`config.mk`:
```
export PLATFORM = sky130hd
export DESIGN_NAME = tap_period_decoder
export DESIGN_NICKNAME = d
export VERILOG_FILES = /design/src/rtl/tap_period_decoder.sv
export SDC_FILE = /design/constraint.sdc
export NUM_CORES = 1
export LEC_CHECK = 0
export BUFFER_PORTS_ARGS = -buffer_cell sky130_fd_sc_hd__buf_2
export CORE_MARGIN = 2
export CORE_UTILIZATION = 51
export CTS_BUF_LIST = sky130_fd_sc_hd__clkbuf_4 sky130_fd_sc_hd__clkbuf_8 sky130_fd_sc_hd__clkbuf_16
export DETAILED_ROUTE_END_ITERATION = 8
export PLACE_DENSITY = 0.74
export SYNTH_ARGS = -nofsm -noshare
export SYNTH_HDL_FRONTEND = slang
export SYNTH_SLANG_ARGS = --single-unit
export TNS_END_PERCENT = 5
```
`constraint.sdc`:
```
create_clock -name clk -period 2.28 [get_ports clk]
set_clock_uncertainty 0.2 [all_clocks]
set_input_delay 0 -clock clk [delete_from_list [all_inputs] [get_ports clk]]
set_output_delay 0 -clock clk [all_outputs]
set_load 0.1 [all_outputs]
```
`src/rtl/tap_period_decoder.sv`:
```
// Measures the rising-to-rising period of a blinking divider tap and decodes which tap drove it.
// Build option: define TAP_CONFIRM_EN to require two consecutive matching measurements before committing.
module tap_period_decoder #(
  parameter int WIDTH   = 8,
  parameter int LOW_TAP = 4,
  parameter int TOL     = 2,
  parameter int CNT_W   = WIDTH + 1
) (
  input  logic             clk,
  input  logic             reset,
  input  logic             sig_in,
  output logic             tap_valid,
  output logic [1:0]       tap_idx,
  output logic [CNT_W-1:0] period,
  output logic             locked,
  output logic             err,
  output logic             timeout,
  output logic             dbg_state
);

  // Handshake: tap_valid, err and timeout are single-cycle pulses with no backpressure;
  // tap_idx, period and locked are levels that hold until the next measurement or timeout.

  typedef enum logic {
    IDLE    = 1'b0,
    MEASURE = 1'b1
  } state_t;

  localparam logic signed [CNT_W:0] TOL_S = (CNT_W+1)'(TOL);

  state_t           state_q, state_d;
  logic             sync0_q, sync1_q, prev_q;
  logic             rise;
  logic [CNT_W-1:0] cnt_q, cnt_d;
  logic [CNT_W-1:0] period_q, period_d;
  logic [1:0]       tap_idx_q, tap_idx_d;
  logic             locked_q, locked_d;
  logic             tap_valid_q, tap_valid_d;
  logic             err_q, err_d;
  logic             timeout_q, timeout_d;
`ifdef TAP_CONFIRM_EN
  logic [1:0]       cand_idx_q, cand_idx_d;
  logic             cand_ok_q, cand_ok_d;
`endif

  logic signed [CNT_W:0] diff [4];
  logic [3:0]            hit;
  logic                  match;
  logic [1:0]            match_idx;

  assign rise = sync1_q & ~prev_q;

  // Signed distance of the running count from each tap's nominal period.
  for (genvar n = 0; n < 4; n++) begin : g_cls
    localparam int NOM = 1 << (LOW_TAP + n + 1);
    assign diff[n] = $signed({1'b0, cnt_q}) - $signed((CNT_W+1)'(NOM));
    assign hit[n]  = (diff[n] <= TOL_S) && (diff[n] >= -TOL_S);
  end

  always_comb begin
    match     = |hit;
    match_idx = 2'd0;
    for (int n = 3; n >= 0; n--) begin
      if (hit[n]) match_idx = 2'(n);
    end
  end

  always_comb begin
    state_d     = state_q;
    cnt_d       = cnt_q;
    period_d    = period_q;
    tap_idx_d   = tap_idx_q;
    locked_d    = locked_q;
    tap_valid_d = 1'b0;
    err_d       = 1'b0;
    timeout_d   = 1'b0;
`ifdef TAP_CONFIRM_EN
    cand_idx_d  = cand_idx_q;
    cand_ok_d   = cand_ok_q;
`endif
    case (state_q)
      IDLE: begin
        if (rise) begin
          cnt_d   = CNT_W'(1);
          state_d = MEASURE;
        end
      end
      MEASURE: begin
        // A rise wins over timeout even when the count sits at all-ones.
        if (rise) begin
          period_d = cnt_q;
          cnt_d    = CNT_W'(1);
          if (match) begin
`ifdef TAP_CONFIRM_EN
            if (cand_ok_q && (cand_idx_q == match_idx)) begin
              tap_idx_d   = match_idx;
              locked_d    = 1'b1;
              tap_valid_d = 1'b1;
            end else begin
              cand_idx_d = match_idx;
              cand_ok_d  = 1'b1;
            end
`else
            tap_idx_d   = match_idx;
            locked_d    = 1'b1;
            tap_valid_d = 1'b1;
`endif
          end else begin
            err_d    = 1'b1;
            locked_d = 1'b0;
`ifdef TAP_CONFIRM_EN
            cand_ok_d = 1'b0;
`endif
          end
        end else if (cnt_q == '1) begin
          timeout_d = 1'b1;
          locked_d  = 1'b0;
          state_d   = IDLE;
`ifdef TAP_CONFIRM_EN
          cand_ok_d = 1'b0;
`endif
        end else begin
          cnt_d = cnt_q + CNT_W'(1);
        end
      end
      default: state_d = IDLE;
    endcase
  end

  always_ff @(posedge clk) begin
    if (reset) begin
      state_q     <= IDLE;
      sync0_q     <= 1'b0;
      sync1_q     <= 1'b0;
      prev_q      <= 1'b0;
      cnt_q       <= '0;
      period_q    <= '0;
      tap_idx_q   <= 2'd0;
      locked_q    <= 1'b0;
      tap_valid_q <= 1'b0;
      err_q       <= 1'b0;
      timeout_q   <= 1'b0;
`ifdef TAP_CONFIRM_EN
      cand_idx_q  <= 2'd0;
      cand_ok_q   <= 1'b0;
`endif
    end else begin
      state_q     <= state_d;
      sync0_q     <= sig_in;
      sync1_q     <= sync0_q;
      prev_q      <= sync1_q;
      cnt_q       <= cnt_d;
      period_q    <= period_d;
      tap_idx_q   <= tap_idx_d;
      locked_q    <= locked_d;
      tap_valid_q <= tap_valid_d;
      err_q       <= err_d;
      timeout_q   <= timeout_d;
`ifdef TAP_CONFIRM_EN
      cand_idx_q  <= cand_idx_d;
      cand_ok_q   <= cand_ok_d;
`endif
    end
  end

  assign tap_valid = tap_valid_q;
  assign tap_idx   = tap_idx_q;
  assign period    = period_q;
  assign locked    = locked_q;
  assign err       = err_q;
  assign timeout   = timeout_q;
  assign dbg_state = state_q;

endmodule

```
==> Word level (Yosys, flattened, before mapping) <==
Cells that the tools add are included.
{ "totals": {"reg_bits": 28, "latch_bits": 0, "ram_bits": 0, "romBits": 0, "in_bits": 3, "out_inout_bits": 16, "word_cells": 60, "memories": 0} }
{ "classes": {"addsub": 5, "mul": 0, "div": 0, "n_lt_le_gt_ge": 8, "eq_ne": 3, "n_shift": 0, "mux": 17, "bitwise_logic": 4, "n_reduce_logical": 12} }
{ "op_table": {"columns": ["op", "count"], "rows": [
  ["$ge A10 B2 Y1 const B", 4],
  ["$le A10 B3 Y1 const B", 4],
  ["$mux W9", 3],
  ["$pmux W9 S2", 1],
  ["$sub A9 B6 Y10 const B", 1],
  ["$sub A9 B7 Y10 const B", 1],
  ["$sub A9 B8 Y10 const B", 1],
  ["$sub A9 B9 Y10 const B", 1],
  ["$add A9 B1 Y9 const B", 1],
  ["$eq A9 B9 Y1 const B", 1],
  ["$mux W1", 8],
  ["$mux W2", 4],
  ["$reduce_and A2 Y1", 3],
  ["$reduce_or A3 Y1", 2],
  ["$logic_and A1 B1 Y1", 4],
  ["$reduce_or A4 Y1", 1],
  ["$ne A3 B3 Y1 const B", 1],
  ["$not A1 Y1", 3],
  ["$reduce_and A3 Y1", 1],
  ["$ne A2 B2 Y1 const B", 1],
  ["$pmux W1 S2", 1],
  ["$reduce_bool A2 Y1", 1],
  ["$and A1 B1 Y1", 1]
]} }

==> Depth between registers and ports, before layout <==
{ "depth": {"ltp_word": 7, "mapped_depth": 10, "mapped_depth_nobuf": 8} }

==> Least setup slack after synthesis <==
No wires, ideal clock.
{ "synth_timing": {"path_type": "register -> register", "from": "register cnt_q[5]", "to": "register tap_idx_q[1], in the netlist tap_idx[1]", "setup_ns": 0.117, "arrival_ns": 2.169, "t_required_ns": 1.963, "setup_slack_ns": -0.206, "path_stages_with_launch": 9, "n_path_buf": 1, "synth_period_minus_slack_ns": 2.486, "cell_sequence": "dfxtp_1 clkbuf_1 inv_1 ha_1 or2_2 a2111oi_0 mux2i_1 a21o_1 o211a_1"} }
{ "synth_via": {"elab_chain_cells": 7, "elab_cells_between_ends": 22, "classes_between": "add/sub (4); order compare (8); mux (4); reduce/logical (6)"} }
{ "synth_rtl": {"columns": ["item", "line", "rtl"], "rows": [
  ["start: declaration", "34", "logic [CNT_W-1:0] cnt_q, cnt_d;"],
  ["start signal: assignment", "152", "cnt_q <= cnt_d;"],
  ["$sub A9 B9 Y10", "56", "assign diff[n] = $signed({1'b0, cnt_q}) - $signed((CNT_W+1)'(NOM));"],
  ["$le A10 B3 Y1 / $ge A10 B2 Y1 (equally long branches)", "57", "assign hit[n] = (diff[n] <= TOL_S) && (diff[n] >= -TOL_S);"],
  ["$logic_and A1 B1 Y1", "57", null],
  ["$mux W2 (4 in a row)", "64", "if (hit[n]) match_idx = 2'(n);"],
  ["end signal: assignment", "154", "tap_idx_q <= tap_idx_d;"],
  ["end: declaration", "36", "logic [1:0] tap_idx_q, tap_idx_d;"]
]} }
Parallel ways exist; a longest one is shown, timed or not.
A chain may end at the register's enable or synchronous reset.

==> Final worst setup path <==
{ "layout_timing": {"from": "register cnt_q[6]", "to": "register tap_idx_q[0], in the netlist tap_idx[0]"} }
The elaborated chain is that of the path after synthesis.

==> run summary <==
==========================================================================================
Run status                                                                    finished, final reports clean
Rows                                                                                    20
Ratio of cells with drive above 1 in the final layout                                26.6%
Final Hold Violating Endpoints                                                           0
Count of flip-flops with a built-in enable after synthesis                               0
Initial DRC Count                                                                       76
Worst IR Drop VDD                                                                 0.196 mV
Starting density of the core                                                         53.6%
Highest net fanout along the worst path                                                  6
Final Net Count                                                                        245
Number of global-route vias before repair                                             1334
Area growth, synth to finish                                                         23.1%
Global-route wire length before repair                                             6230 um
Detailed-route wire length per cell                                                14.1 um
Final routed wirelength across all metal layers                                    3750 um
Fraction of registers with async set/reset                                              0%
HP Start                                                                      period[1]$_SDFFE_PP0P_
GP Congestion                                                                        0.881
Crit path launch type                                                                 flop
Antenna Diode Count                                                                      0
Via count                                                                             1409
Setup repair after global routing missed its margin                                   true
Number of levels the H-tree was split into                                               1
Sort of element at the end of the critical path                                       flop
Yosys synthesis warning count                                                            0
Slew @ Worst Pin                                                                  0.485 ns
Cell area power density                                                        464 mW/mm^2
Remaining global-route overflow                                                          0
Maximum capacitance violations                                                           0
Number of sinks on the clock net                                                        28
Horizontal die dimension                                                           60.6 um
Initial antenna violation count                                                          0
Post-synthesis net count                                                               213
Buffer cell driving the clock tree root                                       sky130_fd_sc_hd__clkbuf_4
Flip-flop cell with the highest count after synthesis                         sky130_fd_sc_hd__dfxtp_1
Number of distinct standard cells referenced by the synthesized netlist                 44
Post-synthesis sequential area ratio                                                 34.3%
CP max stage cell                                                             sky130_fd_sc_hd__dfxtp_2
Sum of net half-perimeters after detailed placement                                2790 um
Synthesized cell area                                                         0.00164 mm^2
Worst path arrival time                                                            2.25 ns
R2R Path Start                                                                cnt_q[6]$_SDFFE_PP0P_
Mapped Cells                                                                           191
Power consumption                                                               0.000935 W
Highest attainable clock frequency                                                 450 MHz
P_leak                                                                            0.840 nW
Vert. Die Dim                                                                      60.6 um
Core Box Area                                                                 0.00305 mm^2
Clock Latency Late Sink                                                            0.33 ns
Critical Path Max Stage Delay                                                      0.39 ns
CP Class                                                                        reg -> reg
Final period util                                                                    97.4%
Post-route DRC                                                                           0
Residual antenna-violating net count after detailed routing                              0
Synthesized area per cell                                                        8.57 um^2
Launching instance or port of the critical path                               cnt_q[6]$_SDFFE_PP0P_
Pin count of the biggest net entering global routing                                    21
Area enclosed by the die boundary                                             0.00368 mm^2
Fin crit period                                                                    2.22 ns
First-pass DRT Iterations                                                                4
Maximum root-to-sink buffer count                                                        2
GRT Util Overall                                                                     22.2%
Number of register bits inferred by synthesis                                           28
PortBufs                                                                                18
Count of final setup violators                                                           0
Number of buffers created by CTS                                                         3
Hold Path Class                                                                 reg -> reg
Critical path cell sequence                                                   inv_2, ha_1, or2_2, a2111oi_4, mux2i_2, buf_4, nand4_1, o211ai_1
Fin. max-slew vios                                                                       0
Area post-placement                                                           0.00186 mm^2
Vias per cell                                                                         5.30
Clock tree from TritonCTS                                                             done
# IOs                                                                                   19
Post-route standard cell area excluding fillers                               0.00201 mm^2
Clock edge transition at the registers on the reported setup and hold paths        0.16 ns
Finished Core Util                                                                   66.0%
Data required time of the worst path                                               2.31 ns
Post-route worst hold slack                                                       0.266 ns
Headroom to the max-slew limit                                                       67.9%
==========================================================================================
-- kinds of logic (layout without fill, tap and decap cells) --
logic type	Yosys count	count (layout)	share of synthesized area (%)
AOI/OAI and AO/OA	34	34	16.1
adders and majority gates	19	19	14.5
muxes	1	1	0.612
buffers and inverters	21	52	5.35
xor gates and xnor gates	8	8	4.28
and+or+nand+nor	80	80	24.9
DFF	28	28	34.3
-- worst paths after layout --
kind	to	slack [ns]	cells past startpoint
min	period[1]$_SDFFE_PP0P_	0.27	2
min reg2reg	period[1]$_SDFFE_PP0P_	0.27	2
max reg2reg	tap_idx[0]$_SDFFE_PP0P_	0.06	8
max	tap_idx[0]$_SDFFE_PP0P_	0.06	8
-- cell usage in the layout (no fill, tap or decap), types with 4 or more instances in the layout --
cell type,n
sky130_fd_sc_hd__nor2b_1,6
sky130_fd_sc_hd__nand2_1,26
sky130_fd_sc_hd__nand4_1,7
sky130_fd_sc_hd__buf_2,18
sky130_fd_sc_hd__buf_4,17
sky130_fd_sc_hd__xnor2_1,6
sky130_fd_sc_hd__a21oi_1,12
sky130_fd_sc_hd__nor2_1,17
sky130_fd_sc_hd__inv_1,8
sky130_fd_sc_hd__dfxtp_1,24
sky130_fd_sc_hd__ha_1,19
sky130_fd_sc_hd__dfxtp_2,4
-- sequential cells by signal, summed over array words and instances (netlist names) --
signal,flops
dbg_state,1
sync0_q,1
period,9
tap_idx,2
prev_q,1
tap_valid,1
timeout,1
err,1
sync1_q,1
cnt_q,9
locked,1
-- worst max-delay path, delay by kind of cell, from the launching register on --
kind | cells | cell delay (ns)
buffers and inverters | 2 | 0.25
flip-flops | 1 | 0.39
adder cells (fa/ha/maj) | 1 | 0.29
multiplexers | 1 | 0.17
AO/OA/AOI/OAI | 2 | 0.46
AND/OR/NAND/NOR | 2 | 0.37
-- final cells by class --
class	instances	area [um^2]
clock inverter	1	30.0
clock buffer	3	22.5
multi-input combinational	142	1060
sequential	28	566
timing repair buffer	38	248
inverter	10	37.5
fill	264	1040
tap	44	55.1
-- routing by layer --
| layer | wire, um | track usage (%) | vias up |
|---|---|---|---|
| met5 | 0 | 0 | - |
| met4 | 21 | 4.35 | 0 |
| met3 | 135 | 2.56 | 4 |
| met2 | 1870 | 38.2 | 25 |
| met1 | 1730 | 30.1 | 658 |
| li1 | - | - | 722 |
-- cell usage after synthesis (2+ instances only) --
library cell | n | share of area (%)
sky130_fd_sc_hd__ha_1 | 19 | 15
sky130_fd_sc_hd__nand2_1 | 26 | 6.0
sky130_fd_sc_hd__xor2_1 | 2 | 1.1
sky130_fd_sc_hd__and2_1 | 3 | 1.1
sky130_fd_sc_hd__inv_1 | 10 | 2.3
sky130_fd_sc_hd__nor2_1 | 17 | 3.9
sky130_fd_sc_hd__or2_2 | 3 | 1.1
sky130_fd_sc_hd__a211oi_1 | 2 | 0.92
sky130_fd_sc_hd__nand3b_1 | 2 | 0.92
sky130_fd_sc_hd__and3_1 | 2 | 0.76
sky130_fd_sc_hd__a2111oi_0 | 3 | 1.6
sky130_fd_sc_hd__dfxtp_1 | 28 | 34
sky130_fd_sc_hd__nor3_1 | 2 | 0.61
sky130_fd_sc_hd__a21oi_1 | 12 | 3.7
sky130_fd_sc_hd__a2111oi_2 | 2 | 1.8
sky130_fd_sc_hd__nand3_1 | 2 | 0.61
sky130_fd_sc_hd__clkbuf_1 | 9 | 2.1
sky130_fd_sc_hd__xnor2_1 | 6 | 3.2
sky130_fd_sc_hd__nand2b_1 | 3 | 1.1
sky130_fd_sc_hd__nor2b_1 | 7 | 2.7
sky130_fd_sc_hd__a21o_1 | 2 | 0.92
sky130_fd_sc_hd__nand4_1 | 7 | 2.7
-- repair_timing --
action	in CTS	in global routing
endpoints found under the setup margin	3	9
hold buffers	3	0
pin swaps	0	2
buffers inserted	0	1
hold endpoints to repair	18	0
gates resized for setup	2	11
gates cloned	0	0
-- power by group --
part / switching (W) / total (W) / internal (W)
clock network: 0.000154 / 0.000331 / 0.000178
registers: 0.00000619 / 0.000505 / 0.000499
logic: 0.0000686 / 0.0000987 / 0.0000300
-- per-stage QoR --
| stage | worst slack [ns] | setup TNS [ns] | cells |
|---|---|---|---|
| after floorplan | -0.00546 | -0.00546 | 191 |
| after global placement | 0.0210 | 0 | 258 |
| after detailed placement | -0.0497 | -0.0680 | 258 |
| after CTS | 0.0106 | 0 | 265 |
| after global routing | -0.0463 | -0.0820 | 266 |
| final | 0.0588 | 0 | 266 |
(Power assumes the default switching activity.)
